===== src/rtl/uart_tx.sv =====
// UART transmitter: accepts one word per valid/ready handshake and serialises it
// as start, LSB-first data, optional parity and stop bits, one bit per baud tick.
module uart_tx #(
    parameter int unsigned DATA_BITS  = 8,
    parameter logic        PARITY_EN  = 1'b0,
    parameter logic        PARITY_ODD = 1'b0,
    parameter int unsigned STOP_BITS  = 1
) (
    input  logic                 i_clk,
    input  logic                 i_rst,
    input  logic                 i_baud_tick,
    input  logic                 i_valid,
    input  logic [DATA_BITS-1:0] i_data,
    output logic                 o_ready,
    output logic                 o_tx,
    output logic                 o_busy,
    output logic                 o_done
);

    localparam int unsigned      IDX_W     = (DATA_BITS > 1) ? $clog2(DATA_BITS) : 1;
    localparam logic [IDX_W-1:0] LAST_IDX  = IDX_W'(DATA_BITS - 1);
    localparam logic             LAST_STOP = 1'(STOP_BITS - 1);

    typedef enum logic [2:0] {
        IDLE,
        ALIGN,
        START,
        DATA,
        PARITY,
        STOP
    } state_t;

    state_t               state_q, state_d;
    logic [DATA_BITS-1:0] data_q,  data_d;
    logic [IDX_W-1:0]     idx_q,   idx_d;
    logic                 stop_q,  stop_d;
    logic                 tx_d;
    logic                 ready_d;
    logic                 done_d;
    logic                 parity_c;

    assign parity_c = (^data_q) ^ PARITY_ODD;

    // State and registered outputs; reset parks the line high and ready.
    always_ff @(posedge i_clk or posedge i_rst) begin
        if (i_rst) begin
            state_q <= IDLE;
            data_q  <= '0;
            idx_q   <= '0;
            stop_q  <= 1'b0;
            o_tx    <= 1'b1;
            o_ready <= 1'b1;
            o_busy  <= 1'b0;
            o_done  <= 1'b0;
        end else begin
            state_q <= state_d;
            data_q  <= data_d;
            idx_q   <= idx_d;
            stop_q  <= stop_d;
            o_tx    <= tx_d;
            o_ready <= ready_d;
            o_busy  <= ~ready_d;
            o_done  <= done_d;
        end
    end

    // Next-state logic: every move after the handshake is paced by a baud tick,
    // so the tick seen in the handshake cycle itself never advances the frame.
    always_comb begin
        state_d = state_q;
        data_d  = data_q;
        idx_d   = idx_q;
        stop_d  = stop_q;
        tx_d    = o_tx;
        ready_d = 1'b0;
        done_d  = 1'b0;

        unique case (state_q)
            IDLE: begin
                tx_d    = 1'b1;
                ready_d = 1'b1;
                if (i_valid) begin
                    data_d  = i_data;
                    state_d = ALIGN;
                    ready_d = 1'b0;
                end
            end
            ALIGN: begin
                tx_d = 1'b1;
                if (i_baud_tick) begin
                    state_d = START;
                    tx_d    = 1'b0;
                end
            end
            START: begin
                if (i_baud_tick) begin
                    state_d = DATA;
                    idx_d   = '0;
                    tx_d    = data_q[0];
                end
            end
            DATA: begin
                if (i_baud_tick) begin
                    if (idx_q == LAST_IDX) begin
                        if (PARITY_EN) begin
                            state_d = PARITY;
                            tx_d    = parity_c;
                        end else begin
                            state_d = STOP;
                            stop_d  = 1'b0;
                            tx_d    = 1'b1;
                        end
                    end else begin
                        idx_d = idx_q + IDX_W'(1);
                        tx_d  = data_q[idx_q + IDX_W'(1)];
                    end
                end
            end
            PARITY: begin
                if (i_baud_tick) begin
                    state_d = STOP;
                    stop_d  = 1'b0;
                    tx_d    = 1'b1;
                end
            end
            STOP: begin
                tx_d = 1'b1;
                if (i_baud_tick) begin
                    if (stop_q == LAST_STOP) begin
                        state_d = IDLE;
                        ready_d = 1'b1;
                        done_d  = 1'b1;
                    end else begin
                        stop_d = stop_q + 1'b1;
                    end
                end
            end
            default: begin
                state_d = IDLE;
                tx_d    = 1'b1;
            end
        endcase
    end

endmodule


===== config.mk =====
export PLATFORM = sky130hd
export DESIGN_NAME = uart_tx
export DESIGN_NICKNAME = d
export VERILOG_FILES = /design/src/rtl/uart_tx.sv
export SDC_FILE = /design/constraint.sdc
export NUM_CORES = 1
export LEC_CHECK = 0
export ABC_AREA = 1
export CAP_MARGIN = 10
export CORE_MARGIN = 4
export CORE_UTILIZATION = 40
export CTS_CLUSTER_DIAMETER = 100
export CTS_CLUSTER_SIZE = 10
export DETAILED_ROUTE_END_ITERATION = 8
export PLACE_DENSITY_LB_ADDON = 0.1
export SKIP_LAST_GASP = 1
export SLEW_MARGIN = 20
export SYNTH_ARGS = -nofsm -noshare
export SYNTH_HDL_FRONTEND = slang
export SYNTH_SLANG_ARGS = --single-unit

===== constraint.sdc =====
create_clock -name i_clk -period 2.7 [get_ports i_clk]
set_clock_uncertainty 0.1 [all_clocks]
set_input_delay 0.27 -clock i_clk [delete_from_list [all_inputs] [get_ports i_clk]]
set_output_delay 0.27 -clock i_clk [all_outputs]
set_load 0.02 [all_outputs]

# Word-level counts from Yosys, hierarchy flattened
# Cells that the tools add are included.
# op_classes
n_addsub	2
order_cmp	1
eq_ne	15
muxes	32
n_bitwise	1
reduce_logical	8
# op_table
op	count
$mux W3	11
$ne A2 B2 Y1 const B	9
$pmux W3 S6	1
$mux W1	15
$eq A3 B3 Y1 const B	3
$reduce_and A8 Y1	1
$eq A3 B2 Y1 const B	2
$pmux W3 S2	1
$reduce_and A5 Y1	1
$lt A3 B4 Y1 const B	1
$pmux W1 S4	1
$reduce_and A4 Y1	1
$add A3 B1 Y3 const B	1
$bmux W1 S3	1
$eq A3 B1 Y1 const B	1
$logic_not A3 Y1	1
$pmux W1 S3	1
$reduce_and A3 Y1	1
$reduce_bool A3 Y1	1
$pmux W1 S2	1
$reduce_and A2 Y1	1
$reduce_bool A2 Y1	1
$add A1 B1 Y1 const B	1
$not A1 Y1	1
# totals
ff_bits	19
input_bits	12
out_inout_bits	4
wordCells	67

# Depth between registers and ports, before layout
# Gate-level depths: netlist (run 1).
# depth
word_depth	6
depth_mapped	8
mapped_depth_nobuf	8

# Worst setup path before layout (run 1)
# No wires, ideal clock.
# synth_path
path_kind	reg-to-reg
start	register idx_q[0]
end	register o_tx
t_arrival_ns	1.325
required_ns	2.527
slack_ns	1.202
stages_incl_launch_ff	9
cell_sequence	dfrtp_1 -> ha_1 -> ha_1 -> inv_1 -> nand3_1 -> nand3_1 -> nand3_1 -> nand2_1 -> a21oi_1
# synth_via
elab_chain_len	6
# synth_rtl
item	line_no	rtl
from (decl)	35	logic [IDX_W-1:0] idx_q, idx_d;
from (signal assigned)	58	idx_q <= idx_d;
$add A3 B1 Y3	115	tx_d = data_q[idx_q + IDX_W'(1)];
$bmux W1 S3	115	
$mux W1 (not written as such)	115	
$mux W1 *	104	if (idx_q == LAST_IDX) begin
$mux W1 *	103	if (i_baud_tick) begin
$pmux W1 S4 *	78	unique case (state_q)
to (signal assigned)	60	o_tx <= tx_d;
to (decl)	15	output logic o_tx,
# Mark *: on every way between the ends. The rest lies on a longest branch, timed or not. The select of a mux whose other input is x is not followed.
# A chain may end at the register's enable or synchronous reset.

# Final worst setup path (run 1)
# layout_path
start	register o_tx
end	output port o_tx
# No word-level cell between the ends.

==> reports/results.tsv, run 1 <==
metric	value	unit
final setup violation count	0	
Synth top area share	44.32	%
layout cells sized above 1	19.13	%
Int Power	0.0007173	W
slowest CP cell	clkdlybuf4s50_1	
FF-to-FF End	o_tx	
Max Buffers Root-to-Sink	2	
leading area contributor after synthesis	dfrtp_1	
maxcap violations	0	
Psw	0.0004562	W
largest net degree at the start of global routing	19	
post-synthesis cell area	903.4	µm²
maximum clock rate	561.4	MHz
met1 GRT Util	14.88	%
layer with the highest usage	met2	
Hold Crit Class	input port to asynchronous set/reset pin	
Via density	4.627	
post-synthesis cell type count	19	
Worst Setup End Kind	primary output	
Worst-path clk slew	100	ps
IO buf count	15	
clock share of power	13.7	%
fin worst setup slack	918.7	ps
num rows	16	
# hold bufs at CTS	0	
GRT Resource Usage Total	11.47	%
Worst Path Max Fanout	2	
final core utilization	54.49	%
CTS tree	yes	
routability cong.	0.7910	
GRT met3 Usage	4.196	%
Skew-Pair Late Insertion Delay	290	ps
critical path, cell by cell	clkdlybuf4s50_1	
Routed wire per std cell	10.83	µm
Critical Path RT	2330	ps
H-tree levels	1	
Seq pwr share	41.4	%
crit path buf inv count	1	
nets	130	
#FFs+latches synth	18	
period utilization	65.98	%
CP Launch Type	flop	
setup TNS	0	ps
global route overflow	0	
grt met2 use	17.91	%
io pins	16	
die height	55.52	µm
Detail Route Antenna Nets	0	
first-pass GRT wire length	2856	µm
status	completed	
min Tclk post-route	1781	ps
Setup Buffers After CTS	0	
Fin. Hold Viols	0	
drt pass-1 iters	2	
syn_nets	110	
flop2flop setup slack	1080	ps
overall power	0.001173	W
Sw Share	38.87	%
fin. max-slew vios	0	
CTS Sinks	18	
dpl ws	1106	ps
LEAKAGE	0.5049	nW
R2R Path Start	idx_q[0]	
pwr dens	1044	mW/mm²
post-CTS sizing	0	
DP HPWL	1225	µm
CP delay by family, top	buffers and inverters	
diode count	0	
Mapped Avg Cell Area	9.410	µm²
sequential share of the synthesized area	50.14	%
final wirelength	1538	µm
Comb pwr share	45.0	%
Peak VDD IR	0.4833	mV
Initial Utilization	43.81	%
RSZ-0062 raised after global routing	false	
root buffer cell	clkbuf_4	
residual DRC count	0	
kind of critical path	flop to primary output	
vias in the first global route	704	
Die Area	0.003082	mm²
via count	657	
crit-path max cell delay	590	ps
Area Overhead vs Synth	24.38	%
antenna violations before repair	0	
Num CTS Buffers	3	
slew margin rel.	56.34	%
Placeable Area	0.002062	mm²
Critical Path AT	1410	ps
most frequent cells in the layout	19 x nand2_1, 16 x dfrtp_1, 15 x clkdlybuf4s50_1	
post-synthesis cell count	96	
Worst Tran Pin Value	654.2	ps
R2R depth	8	
largest cells by area after synthesis	dfrtp_1 44%, mux2_2 8.7%, nand2_1 7.9%	
DR iter-0 viols	2	
most common cell after layout, fill and taps aside	nand2_1	
DIE WIDTH	55.52	µm
yosys warns	0	
-- cell usage after synthesis, drive strengths merged --
cell type and instances:
a21oi 4, dfrtp 16, dfstp 2, ha 2, inv 13, mux2 7
nand2 21, nand3 11, nand3b 2, nor2 9, o21ai 9
-- per-layer routing --
metal  share of wire, %  routed length, µm  up-vias
met3                6.2                 95        2
met2                 45                693       13
met5                  0                  0        -
met1                 48                737      293
li1                   -                  -      349
met4               0.72                 11        0
-- registers in the layout, indices dropped and copies added (netlist names) --
signal and count:
o_ready 1, state_q 3, o_done 1, idx_q 3
o_busy 1, o_tx 1, data_q 8
-- kinds of logic (layout without fill, tap and decap cells) --
logic type               after synthesis  after routing  synth area share [%]
AND/OR/NAND/NOR                       43             43                 24.10
flip-flops                            18             18                 50.14
buffers and inverters                 13             32                 5.401
AO/OA/AOI/OAI                         13             13                 8.865
adder cells (fa/ha/maj)                2              2                 2.770
multiplexers                           7              7                 8.726
-- final cells by class --
class / count / area [µm²]
inverter: 13 / 48.80
fill: 194 / 938.4
sequential: 18 / 452.9
tap: 27 / 33.78
clock buffer: 4 / 36.28
multi-input combinational: 65 / 401.6
timing repair buffer: 15 / 150.1
-- power groups by stage --
stage                     Clock [W]  Combinational [W]  Sequential [W]
after global routing       0.000181           0.000613        0.000506
after global placement            0           0.000527        0.000489
final                      0.000160           0.000528        0.000485
after detailed placement          0           0.000531        0.000495
after CTS                  0.000170           0.000536        0.000489
after floorplan                   0           0.000385        0.000497
-- worst max-delay path by stage --
stage / start / to / slack [ps] / cells past startpoint
final: o_tx / o_tx / 920 / 1
after CTS: o_tx / o_tx / 900 / 1
after floorplan: idx_q[0] / o_tx / 1200 / 8
after global placement: idx_q[0] / o_tx / 1160 / 8
after detailed placement: idx_q[0] / o_tx / 1110 / 8
after global routing: o_tx / o_tx / 870 / 1
-- metrics by stage --
| stage | hold slack, ps | area (µm²) | std cells |
|---|---|---|---|
| after floorplan | 107.1 | 903.4 | 96 |
| after global placement | 395.3 | 1087 | 138 |
| after detailed placement | 401.3 | 1087 | 138 |
| after CTS | 277.5 | 1124 | 142 |
| after global routing | 319.0 | 1124 | 142 |
| final | 254.7 | 1124 | 142 |
No activity file was read; power rests on OpenSTA's default activity.
==> run 2: changes to the inputs <==
clock period = 1.6 ns   (was 2.7 ns; I/O delays follow)
==> run 2 against run 1 <==
Compared with the run above:
- combinational power grew 79%
- via count grew 3.2%
- non-clock buffer count grew 4
- die area is the same
- count of clock-buffer cells in the layout is the same
- register-to-register slack lost 970 ps
- sequential share of layout area shrank 1.8 points
- utilization grew 2.6 points
==> reports/results.tsv, run 2 (synthesis results as in run 1) <==
metric	value	unit
status	completed	
slowest CP cell	dfrtp_1	
Placed Cells	141	
CTS tree	yes	
Hold Crit Class	input port to flop	
Via density	4.644	
root buffer cell	clkbuf_4	
Critical Path AT	1620	ps
largest reg by FF count	data_q	
Fin. Hold Viols	0	
Worst Setup End Kind	flop	
dpl ws	51.71	ps
Worst Tran Pin Value	278.2	ps
DIE WIDTH	55.52	µm
Skew-Pair Late Insertion Delay	290	ps
diode count	0	
CTS Sinks	18	
most frequent cells in the layout	19 x nand2_1, 16 x dfrtp_1, 13 x clkdlybuf4s50_1	
Placeable Area	0.002062	mm²
layout cells sized above 1	25.21	%
min Tclk post-route	1493	ps
most used cell, CP	nand3_1	
number of flip-flops under the largest register name	8	
pwr dens	1722	mW/mm²
FILL cells	190	
Worst-path clk slew	110	ps
Worst Path Max Fanout	4	
H-tree levels	1	
nets	134	
crit-path max cell delay	400	ps
slew margin rel.	81.46	%
GRT Resource Usage Total	12.43	%
most common cell after layout, fill and taps aside	nand2_1	
period utilization	93.31	%
Peak VDD IR	0.9680	mV
IO buf count	15	
critical path, cell by cell	ha_2, ha_4, inv_2, nand3_1, nand3_1, nand3_1, nand2_1, a21oi_2	
RSZ-0062 raised after global routing	false	
maxcap violations	0	
Seq pwr share	39.7	%
hold slack	351.0	ps
Critical Path RT	1730	ps
Reg area	452.9	µm²
LEAKAGE	0.5274	nW
first-pass GRT wire length	3042	µm
Max Buffers Root-to-Sink	2	
Comb pwr share	46.6	%
residual DRC count	0	
clock share of power	13.7	%
Num CTS Buffers	3	
routability cong.	0.8155	
Initial Utilization	43.81	%
global route overflow	0	
kind of critical path	flop to flop	
CP Launch Type	flop	
Detail Route Antenna Nets	0	
biggest regs	data_q x8, idx_q x3, state_q x3	
io pins	16	
via count	678	
Sw Share	39.17	%
Psw	0.0007943	W
final wirelength	1619	µm
flop2flop setup slack	110	ps
non-filler cells, final	146	
vias in the first global route	734	
Area Overhead vs Synth	30.33	%
Int Power	0.001233	W
maximum clock rate	669.8	MHz
largest net degree at the start of global routing	11	
num rows	16	
DR iter-0 viols	7	
Setup Buffers After CTS	0	
final core utilization	57.10	%
Die Area	0.003082	mm²
DP HPWL	1273	µm
setup TNS	0	ps
Routed wire per std cell	11.09	µm
antenna violations before repair	0	
fin worst setup slack	107.1	ps
die height	55.52	µm
drt pass-1 iters	2	
final setup violation count	0	
fin. max-slew vios	0	
area occupied by multi-input gates	425.4	µm²
## run 2: changes by cell type in the layout (fill, tap and decap cells not counted), moves of 2 or more
cell | previous run | this run
dlygate4sd2_1 | 0 | 2
buf_4 | 0 | 3
clkdlybuf4s50_1 | 15 | 13
ha_1 | 2 | 0
## run 2: per-stage QoR
step / instance area, µm² / total power (W)
floorplan: 903.4 / 0.001489
global placement: 1110 / 0.001732
detailed placement: 1110 / 0.001748
CTS: 1154 / 0.002023
global route: 1177 / 0.002250
finish: 1177 / 0.002028
## run 2: layout make-up
class	count	share of cell area [%]
multi-input combinational	65	36.13
timing repair buffer	19	15.30
inverter	13	4.145
clock buffer	4	3.082
tap	27	2.869
sequential	18	38.47
## run 2: what timing repair did
action                                 4_1_cts  5_1_grt
gates resized for setup                      2        5
endpoints found under the hold margin        4        0
hold buffers                                 1        0
pin swaps                                    0        5
setup endpoints to repair                    2        4
## run 2: power groups by stage
stage,clock (W),sequential (W),combinational [W]
floorplan,0,0.000839,0.000650
finish,0.000278,0.000805,0.000945
global route,0.000313,0.000838,0.00110
global placement,0,0.000812,0.000921
CTS,0.000291,0.000808,0.000924
detailed placement,0,0.000817,0.000932
## run 2: worst paths after layout
check,startpoint,to,cells past startpoint
min reg2reg,data_q[2],data_q[2],1
max in group asynchronous,i_rst,o_ready,4
max,idx_q[1],o_tx,8
max reg2reg,idx_q[1],o_tx,8
min,i_data[0],data_q[0],3
min in group asynchronous,i_rst,idx_q[1],3
## run 2: worst max-delay path, delay by kind of cell (launching register included)
kind	cells	cell delay, ps
buf+inv	1	40
compound gates	1	130
flops	1	400
simple gates	4	270
fa+ha+maj	2	480
## run 2: metal layers
| layer | vias to the layer above | share of wire [%] | wire length [µm] | GRT usage, % |
|---|---|---|---|---|
| met3 | 2 | 4.2 | 68 | 2.098 |
| met1 | 307 | 52 | 835 | 16.89 |
| met2 | 10 | 43 | 698 | 18.92 |
| li1 | 359 | - | - | - |
| met5 | - | 0 | 0 | 0 |
| met4 | 0 | 0.93 | 15 | 6.250 |
==> run 3: changes to the inputs <==
CAP_MARGIN = unset   (was 10)
==> results of run 3 <==
The final DEF is identical to that of run 2; final timing and power are the same.
